## config.mk

```make
export PLATFORM = sky130hd
export DESIGN_NAME = stappdi_eng_sched
export DESIGN_NICKNAME = d
export VERILOG_FILES = /design/src/rtl/stappdi_pkg.sv /design/src/rtl/stappdi_rr_arb.sv /design/src/rtl/stappdi_eng_sched.sv
export SDC_FILE = /design/constraint.sdc
export NUM_CORES = 1
export LEC_CHECK = 0
export CAP_MARGIN = 10
export CORE_AREA = 5 5 114 116
export DETAILED_ROUTE_END_ITERATION = 8
export DIE_AREA = 0 0 119 121
export PLACE_DENSITY_LB_ADDON = 0.3
export SETUP_SLACK_MARGIN = 0.3
export SLEW_MARGIN = 5
export SYNTH_ARGS = -nofsm -noshare
export SYNTH_HDL_FRONTEND = slang
export SYNTH_SLANG_ARGS = --single-unit
```

## constraint.sdc

```tcl
create_clock -name clk -period 1.74 [get_ports clk]
set_clock_uncertainty 0.05 [all_clocks]
set_input_delay 0.348 -clock clk [delete_from_list [all_inputs] [get_ports clk]]
set_output_delay 0.348 -clock clk [all_outputs]
set_load 0.03 [all_outputs]
```

## src/rtl/stappdi_pkg.sv

```systemverilog
// Shared types and helpers for the stappdi engine-side scheduler.
package stappdi_pkg;

  typedef enum logic [1:0] {
    ST_RESET = 2'd0,
    ST_INIT  = 2'd1,
    ST_RUN   = 2'd2
  } state_e;

  localparam int unsigned NREQ_MIN = 2;
  localparam int unsigned NREQ_MAX = 8;

  function automatic int unsigned clog2(input int unsigned n);
    int unsigned r;
    r = 0;
    for (int i = 0; i < 32; i++) begin
      if ((32'd1 << i) < n) r = i + 1;
    end
    return r;
  endfunction

endpackage

```

## src/rtl/stappdi_rr_arb.sv

```systemverilog
// Round-robin arbiter: combinational one-hot grant, pointer moves past the winner.
module stappdi_rr_arb
  import stappdi_pkg::*;
#(
  parameter int unsigned NREQ = 4
) (
  input  logic            clk,
  input  logic            rst,
  input  logic [NREQ-1:0] req,
  output logic [NREQ-1:0] gnt
);

  localparam int unsigned PW = clog2(NREQ);

  logic [PW-1:0]     ptr_q, ptr_d;
  logic [2*NREQ-1:0] req_dbl, gnt_dbl;
  logic [NREQ-1:0]   req_rot, gnt_rot;
  logic              found;

  // Rotate so the pointer sits at bit 0, pick lowest set bit, rotate back.
  always_comb begin
    // NOTE: every combinational output gets a default first so no path can infer a latch.
    found   = 1'b0;
    gnt_rot = '0;
    req_dbl = {req, req} >> ptr_q;
    req_rot = req_dbl[NREQ-1:0];
    for (int off = 0; off < NREQ; off++) begin
      if (!found && req_rot[off]) begin
        gnt_rot[off] = 1'b1;
        found        = 1'b1;
      end
    end
    gnt_dbl = {gnt_rot, gnt_rot} << ptr_q;
    gnt     = gnt_dbl[2*NREQ-1:NREQ];
  end

  always_comb begin
    ptr_d = ptr_q;
    for (int i = 0; i < NREQ; i++) begin
      if (gnt[i]) ptr_d = PW'((i + 1) % NREQ);
    end
  end

  always_ff @(posedge clk) begin
    // NOTE: clocked state uses non-blocking assignments so all registers update together.
    if (rst) ptr_q <= '0;
    else     ptr_q <= ptr_d;
  end

endmodule

```

## src/rtl/stappdi_eng_sched.sv

```systemverilog
// Engine-side scheduler: RR-shares the controller's engine read/write ports, runs the
// init sweep (enabled by STAPPDI_INIT_SWEEP_EN) and returns tagged read data.
module stappdi_eng_sched
  import stappdi_pkg::*;
#(
  parameter int unsigned      NREQ     = 4,
  parameter int unsigned      ADDRBIT  = 5,
  parameter int unsigned      WIDTH    = 32,
  parameter int unsigned      RDLAT    = 1,
  parameter logic [WIDTH-1:0] INIT_VAL = '0
) (
  input  logic                    clk,
  input  logic                    rst,
  input  logic                    init_start,
  input  logic [NREQ-1:0]         req_re,
  input  logic [NREQ*ADDRBIT-1:0] req_ra,
  output logic [NREQ-1:0]         req_rgnt,
  input  logic [NREQ-1:0]         req_we,
  input  logic [NREQ*ADDRBIT-1:0] req_wa,
  input  logic [NREQ*WIDTH-1:0]   req_wrd,
  output logic [NREQ-1:0]         req_wgnt,
  output logic [NREQ-1:0]         rd_vld,
  output logic [WIDTH-1:0]        rd_data,
  output logic                    eng_re,
  output logic [ADDRBIT-1:0]      eng_ra,
  input  logic [WIDTH-1:0]        eng_rdd,
  output logic                    eng_we,
  output logic [ADDRBIT-1:0]      eng_wa,
  output logic [WIDTH-1:0]        eng_wrd,
  output logic                    active,
  output logic                    init_busy
);

  if (NREQ < NREQ_MIN || NREQ > NREQ_MAX) begin : g_bad_nreq
    $error("stappdi_eng_sched: NREQ out of range");
  end
  if (RDLAT < 1 || RDLAT > 4) begin : g_bad_rdlat
    $error("stappdi_eng_sched: RDLAT out of range");
  end

  localparam logic [ADDRBIT-1:0] ADDR_MAX = {ADDRBIT{1'b1}};

  state_e             state_q, state_d;
  logic [ADDRBIT-1:0] init_addr_q, init_addr_d;
  logic [NREQ-1:0]    rd_pipe_q [RDLAT];
  logic               run;

  assign run = (state_q == ST_RUN);

  stappdi_rr_arb #(.NREQ(NREQ)) u_rd_arb (
    .clk (clk),
    .rst (rst),
    .req (req_re & {NREQ{run}}),
    .gnt (req_rgnt)
  );

  stappdi_rr_arb #(.NREQ(NREQ)) u_wr_arb (
    .clk (clk),
    .rst (rst),
    .req (req_we & {NREQ{run}}),
    .gnt (req_wgnt)
  );

  always_ff @(posedge clk) begin
    if (rst) begin
      state_q     <= ST_RESET;
      init_addr_q <= '0;
    end else begin
      state_q     <= state_d;
      init_addr_q <= init_addr_d;
    end
  end

  always_comb begin
    state_d = state_q;
    unique case (state_q)
`ifdef STAPPDI_INIT_SWEEP_EN
      ST_RESET: state_d = ST_INIT;
      ST_INIT:  if (!init_start && init_addr_q == ADDR_MAX) state_d = ST_RUN;
      ST_RUN:   if (init_start) state_d = ST_INIT;
`else
      ST_RESET: state_d = ST_RUN;
      ST_INIT:  state_d = ST_RUN;
      ST_RUN:   state_d = ST_RUN;
`endif
      default:  state_d = ST_RESET;
    endcase
  end

  // Outside INIT the address parks at 0, so every sweep entry starts from the bottom.
  assign init_addr_d = (state_q == ST_INIT && !init_start) ? init_addr_q + 1'b1 : '0;

  always_comb begin
    active    = (state_q != ST_RESET);
`ifdef STAPPDI_INIT_SWEEP_EN
    init_busy = (state_q == ST_INIT);
`else
    init_busy = 1'b0;
`endif
    eng_re  = |req_rgnt;
    eng_we  = |req_wgnt;
    eng_ra  = '0;
    eng_wa  = '0;
    eng_wrd = '0;
    for (int i = 0; i < NREQ; i++) begin
      if (req_rgnt[i]) eng_ra = eng_ra | req_ra[i*ADDRBIT +: ADDRBIT];
      if (req_wgnt[i]) begin
        eng_wa  = eng_wa  | req_wa[i*ADDRBIT +: ADDRBIT];
        eng_wrd = eng_wrd | req_wrd[i*WIDTH +: WIDTH];
      end
    end
    if (state_q == ST_INIT) begin
      eng_we  = 1'b1;
      eng_wa  = init_addr_q;
      eng_wrd = INIT_VAL;
    end
  end

  always_ff @(posedge clk) begin
    // NOTE: the return pipe is a few flops of control, not storage, so it is cleared on reset to drop in-flight reads.
    if (rst) begin
      for (int k = 0; k < RDLAT; k++) rd_pipe_q[k] <= '0;
    end else begin
      rd_pipe_q[0] <= req_rgnt;
      for (int k = 1; k < RDLAT; k++) rd_pipe_q[k] <= rd_pipe_q[k-1];
    end
  end

  assign rd_vld  = rd_pipe_q[RDLAT-1];
  assign rd_data = (|rd_vld) ? eng_rdd : '0;

endmodule

```

**Yosys cells after proc, flatten, opt, wreduce, memory -nomap -nowiden**

Memories as Yosys holds them, arrays and structs flattened.
Cells that the tools add are included.

- Add/sub/neg operators: 1
- Equal/unequal tests: 2
- Shift-type cells: 4
- Multiplexer cells: 40
- Bitwise gates (word level): 12
- Reduce and logical (&&, ||, !) cells: 26

Operator list:

| kind | count |
|---|---|
| $mux W32 | 6 |
| $or A32 B32 Y32 | 3 |
| $mux W5 | 9 |
| $or A5 B5 Y5 | 6 |
| $mux W1 | 17 |
| $reduce_or A4 Y1 | 4 |
| $shl A8 B2 Y8 | 2 |
| $shr A8 B2 Y4 | 2 |
| $mux W2 | 7 |
| $and A4 B4 Y4 | 2 |
| $logic_and A1 B1 Y1 | 7 |
| $logic_not A1 Y1 | 7 |
| $reduce_bool A3 Y1 | 2 |
| $reduce_or A2 Y1 | 3 |
| $add A5 B1 Y5 const B | 1 |
| $mux W4 | 1 |
| $reduce_or A3 Y1 | 1 |
| $eq A2 B1 Y1 const B | 1 |
| $eq A2 B2 Y1 const B | 1 |
| $logic_not A2 Y1 | 1 |
| $reduce_bool A2 Y1 | 1 |
| $not A1 Y1 | 1 |

- Register bits: 11
- Bits in writable memories: 4
- Input bits: 211
- Output and inout bits: 90
- Logic and storage cells: 90
- Memories kept: 1

Memories:

| name | words | bits a word | read ports | clocked after Yosys merged registers in | wr ports | RTL line | source |
|---|---|---|---|---|---|---|---|
| rd_pipe_q | 1 | 4 | 1 | 0 | 1 | stappdi_eng_sched.sv:45 | `logic [NREQ-1:0] rd_pipe_q [RDLAT];` |

**Depth between registers and ports, before layout**

- Depth after elaboration: 22
- Depth in mapped cells: 8
- Mapped depth without buffers: 5

**Modules after synthesis**

From an unflattened synthesis, not the netlist that was laid out.

- Cells, all modules: 262
- Area total of the unflattened synthesis: 1,779.2 um^2

By module, submodules not included:

| module | times used | cells an instance | area each (um^2) | seq. area each (um^2) |
|---|---|---|---|---|
| stappdi_eng_sched | 1 | 200 | 1,328.8 | 100.1 |
| stappdi_rr_arb | 2 | 31 | 225.2 | 40.0 |

**Worst setup path before layout**

OpenSTA, ideal clock, no wires.

- Kind: flip-flop to output port
- Start point: reg state_q[1]
- End point: out eng_wa[0]
- Data arrival time: 1.862 ns
- Required time: 1.342 ns
- Setup slack: -0.520 ns
- Stages on the path, launching flop included: 7
- Buffers on the path: 1
- Cell sequence: dfxtp_1 > nand2_1 > nor2_1 > a22oi_2 > inv_2 > clkbuf_1 > a221o_1

- Elaborated cells on any way between the ends: 25
- Classes of those cells: eq/ne: 2; shift: 2; mux: 11; bitwise: 4; reduce/logical: 6

RTL lines:

| what | RTL line | source |
|---|---|---|
| start: declaration | stappdi_eng_sched.sv:43 | `state_e state_q, state_d;` |
| start signal: assignment | stappdi_eng_sched.sv:69 | `state_q <= state_d;` |
| $eq A2 B2 Y1 (*) | stappdi_eng_sched.sv:48 | `assign run = (state_q == ST_RUN);` |
| $and A4 B4 Y4 (*) | stappdi_eng_sched.sv:60 | `.req (req_we & {NREQ{run}}),` |
| $shr A8 B2 Y4 (*) | stappdi_rr_arb.sv:25 | `req_dbl = {req, req} >> ptr_q;` |
| $mux W1 | stappdi_rr_arb.sv:28 | `if (!found && req_rot[off]) begin` |
| $logic_not A1 Y1 | stappdi_rr_arb.sv:28 |  |
| $logic_and A1 B1 Y1 | stappdi_rr_arb.sv:28 |  |
| $mux W1 | stappdi_rr_arb.sv:28 |  |
| $logic_not A1 Y1 | stappdi_rr_arb.sv:28 |  |
| [... 3 more ...] | n/a |  |
| $logic_and A1 B1 Y1 | stappdi_rr_arb.sv:28 |  |
| $mux W1 | stappdi_rr_arb.sv:28 |  |
| $shl A8 B2 Y8 (*) | stappdi_rr_arb.sv:33 | `gnt_dbl = {gnt_rot, gnt_rot} << ptr_q;` |
| via req_wgnt[2] | stappdi_eng_sched.sv:21 | `output logic [NREQ-1:0] req_wgnt,` |
| $mux W5 (*) | stappdi_eng_sched.sv:107 | `if (req_wgnt[i]) begin` |
| $or A5 B5 Y5 | stappdi_eng_sched.sv:108 | `eng_wa = eng_wa \| req_wa[i*ADDRBIT +: ADDRBIT];` |
| $mux W5 (*) | stappdi_eng_sched.sv:107 |  |
| $mux W5 (*) | stappdi_eng_sched.sv:112 | `if (state_q == ST_INIT) begin` |
| end: declaration | stappdi_eng_sched.sv:28 | `output logic [ADDRBIT-1:0] eng_wa,` |

Mark *: on every way through the listed nets, which the timed path passes. The rest lies on a longest branch.

**Worst setup path after layout**

- Start point: reg u_wr_arb.ptr_q[1]
- End point: out eng_wa[0]

- Longest elaborated chain between the ends: 20
- Elaborated cells on any way between the ends: 22
- Classes of those cells: shift: 2; mux: 11; bitwise: 3; reduce/logical: 6

RTL lines:

| what | RTL line | source |
|---|---|---|
| start: declaration | stappdi_rr_arb.sv:15 | `logic [PW-1:0] ptr_q, ptr_d;` |
| start signal: assignment | stappdi_rr_arb.sv:47 | `else ptr_q <= ptr_d;` |
| $shr A8 B2 Y4 | stappdi_rr_arb.sv:25 |  |
| $mux W1 | stappdi_rr_arb.sv:28 |  |
| $logic_not A1 Y1 | stappdi_rr_arb.sv:28 |  |
| $logic_and A1 B1 Y1 | stappdi_rr_arb.sv:28 |  |
| $mux W1 | stappdi_rr_arb.sv:28 |  |
| $logic_not A1 Y1 | stappdi_rr_arb.sv:28 |  |
| $logic_and A1 B1 Y1 | stappdi_rr_arb.sv:28 |  |
| $mux W1 | stappdi_rr_arb.sv:28 |  |
| [... 4 more ...] | n/a |  |
| $mux W5 | stappdi_eng_sched.sv:107 |  |
| $or A5 B5 Y5 | stappdi_eng_sched.sv:108 |  |
| $mux W5 | stappdi_eng_sched.sv:107 |  |
| $or A5 B5 Y5 | stappdi_eng_sched.sv:108 |  |
| $mux W5 | stappdi_eng_sched.sv:107 |  |
| $or A5 B5 Y5 | stappdi_eng_sched.sv:108 |  |
| $mux W5 (*) | stappdi_eng_sched.sv:107 |  |
| $mux W5 (*) | stappdi_eng_sched.sv:112 |  |

Mark *: on every way between the ends. The rest lies on a longest branch, timed or not.

==> metrics <==
Root Buffer clkbuf_16; Die Span X 119 um; failing checks negative setup slack; first-pass GRT wire length 23800 um; Critical Path Stages 7; CTS tree built; Crit path top cell by count buf_12; Final Instance Count excl. Fillers 798; total wire length 16200 um; Max Freq 424 MHz; fillers 934; CP delay by family, top compound AO/OA/AOI/OAI gates; slew of the pin with the lowest slew margin 0.597 ns; P per Cell Area 478 nW/um2; footprint of the multi-input gates 2210 um2; Worst-Skew Late Latency 0.23 ns; n_diodes 0; IO buf count 298; Placer Congestion 1.03; Fin. Hold Viols 0; P_leak 3.13 nW; Hold Path Depth 4; Hold Startpoint req_we[2]; initial core utilization 16.1%; Crit Path Max Fanout 7; CP max-delay cell dfxtp_4; arrival time worst endpoint 1.96 ns; Finished Core Util 62.0%; Seq/Total Area, Yosys 9.49%; ranking of synthesized cells by area a221o_1 19%, a22o_1 17%, nor2b_1 11%; min Tclk post-route 2.36 ns; # clock sinks 9; CTS buffer count 3; crit-path cells buf_12 > buf_6 > a21oi_4 > o221a_4 > a22o_1 > a221o_2 > buf_12; Place WS -0.978 ns; Final Cycle Share 136%; maximum single-stage delay on the critical path 0.36 ns; Initial DRC Count 253; vias in the first global route 4078; peak supply drop 358 uV; Post-synth EDFFs 0; CP Launch Type flip-flop; gr usage total 20.6%; Hold-fix buffers, CTS 0; Die H 121 um; status finished, violations left; Max clock buf depth 2; clock slew seen by the registers of the worst setup and hold paths 0.04 ns; # IOs 301; Netlist Area Pre-Place 1900 um2; DRT Pass-1 Iters 4; post-synthesis async set-or-reset flop share 0%; Worst Path Required 1.34 ns; Setup CP Type flip-flop to output port; Final HPWL DP 11300 um; reg2reg start u_rd_arb.ptr_q[1]; Yosys top cell area share 19.5%; slew margin rel. 60.1%; Primary FF master, synth dfxtp_1; Placement Rows 40; vias 3911; WL per Instance 20.3 um; max_cap viols 0; CP Capture Type output port; # setup viols final 86; RSZ-0062 raised after global routing true; layout cells sized above 1 55.6%; setup ws final -0.619 ns; Commonest cells post-synth 37 x a221o_1, 37 x a22o_1, 33 x nor2b_1; #FFs+latches synth 9; Die Footprint 14400 um2; core area 11800 um2; HP Class input port to flip-flop; DR vias/cell 4.90; DRT antenna net count 0; Worst Setup SP u_wr_arb.ptr_q[1]; Cells after DPL 712; post-synth top area cell a221o_1; max-slew violation count 0; H-tree levels 1; Netlist cell types 42; Area Overhead vs Synth 285%; register area 204 um2; pin count of the biggest net entering global routing 12; Placed Area 5690 um2; design area 7320 um2; synth warn 0; worst r2r path cells 12; grt ovf 0; DR DRC count 0; WP buf/inv 3; post-synthesis area per instance 7.63 um2; initial antenna violation count 0; Mapped Cells 249; flop-to-flop setup slack -0.14 ns; Final nets 863; syn_nets 460
==> layer usage <==
metal  GRT usage (%)  vias to the layer above  share of wire (%)  wire length (um)
li1                -                     1836                  -                 -
met1            25.1                     1882                 40              6460
met2            37.3                      177                 52              8440
met3            4.94                       16                6.4              1030
met4            2.82                        0                1.6               265
met5               0                        -                  0                 0
==> through the flow <==
| stage | TNS, ns | total power (W) | hold slack, ns |
|---|---|---|---|
| after CTS | -34.47 | 0.00337 | 0.554 |
| after floorplan | -5.92 | 0.00138 | 0.455 |
| final | -32.57 | 0.00350 | 0.581 |
| after detailed placement | -53.41 | 0.00237 | 0.581 |
| after global placement | -49.84 | 0.00235 | 0.578 |
| after global routing | -37.23 | 0.00365 | 0.595 |
==> area by class of cell <==
class | count | area share (%)
sequential | 9 | 2.79
timing repair inverter | 1 | 0.103
timing repair buffer | 423 | 62.1
clock buffer | 4 | 1.08
tap | 147 | 2.51
inverter | 15 | 1.26
multi-input combinational | 199 | 30.2
==> where the power goes <==
part,internal (W),switching [W]
Combinational,0.00163,0.00122
Clock,0.000306,0.0000959
Sequential,0.000223,0.0000301
Total,0.00215,0.00135
==> tightest hold or removal path, stage by stage <==
cell and delay, ns:
buf_4 0.14, o21ai_0 0.15, a21o_1 0.12, a211oi_2 0.07
==> worst paths after layout <==
path	endpoint
hold reg to reg	u_rd_arb.ptr_q[1]
setup reg to reg	rd_pipe_q[0][1]
hold / removal	u_wr_arb.ptr_q[1]
setup / recovery	eng_wa[0]
==> kinds of logic (layout without fill, tap and decap cells) <==
family / Yosys count / count (layout) / share of synthesized area (%)
buf+inv: 47 / 443 / 13.9
compound gates: 117 / 123 / 54.0
flops: 9 / 9 / 9.49
other cells: 1 / 1 / 0.197
simple gates: 75 / 75 / 22.4
==> sequential cells by signal, summed over array words and instances (netlist names) <==
name            count
u_rd_arb.ptr_q      2
state_q             1
rd_pipe_q           4
u_wr_arb.ptr_q      2
==> layout by cell type (no fill, tap or decap), drive strengths merged, types with 5 or more instances in the layout <==
cell type	n
dfxtp	9
nor2	7
nor2b	33
o221a	7
a21oi	7
clkdlybuf4s50	201
a221o	37
inv	14
nand4	6
nand3	7
clkbuf	7
a22o	37
o21ai	11
o2111ai	6
nand2	10
buf	212
clkdlybuf4s15	5
==> timing repair <==
item                                    CTS  global route
pin swaps                                20            16
endpoints found under the hold margin     0             0
endpoints found under the setup margin   97            92
setup buffers                            52            17
gates resized for setup                 340            59
cloned                                   12             1
Power figures use the tool's default switching activity.
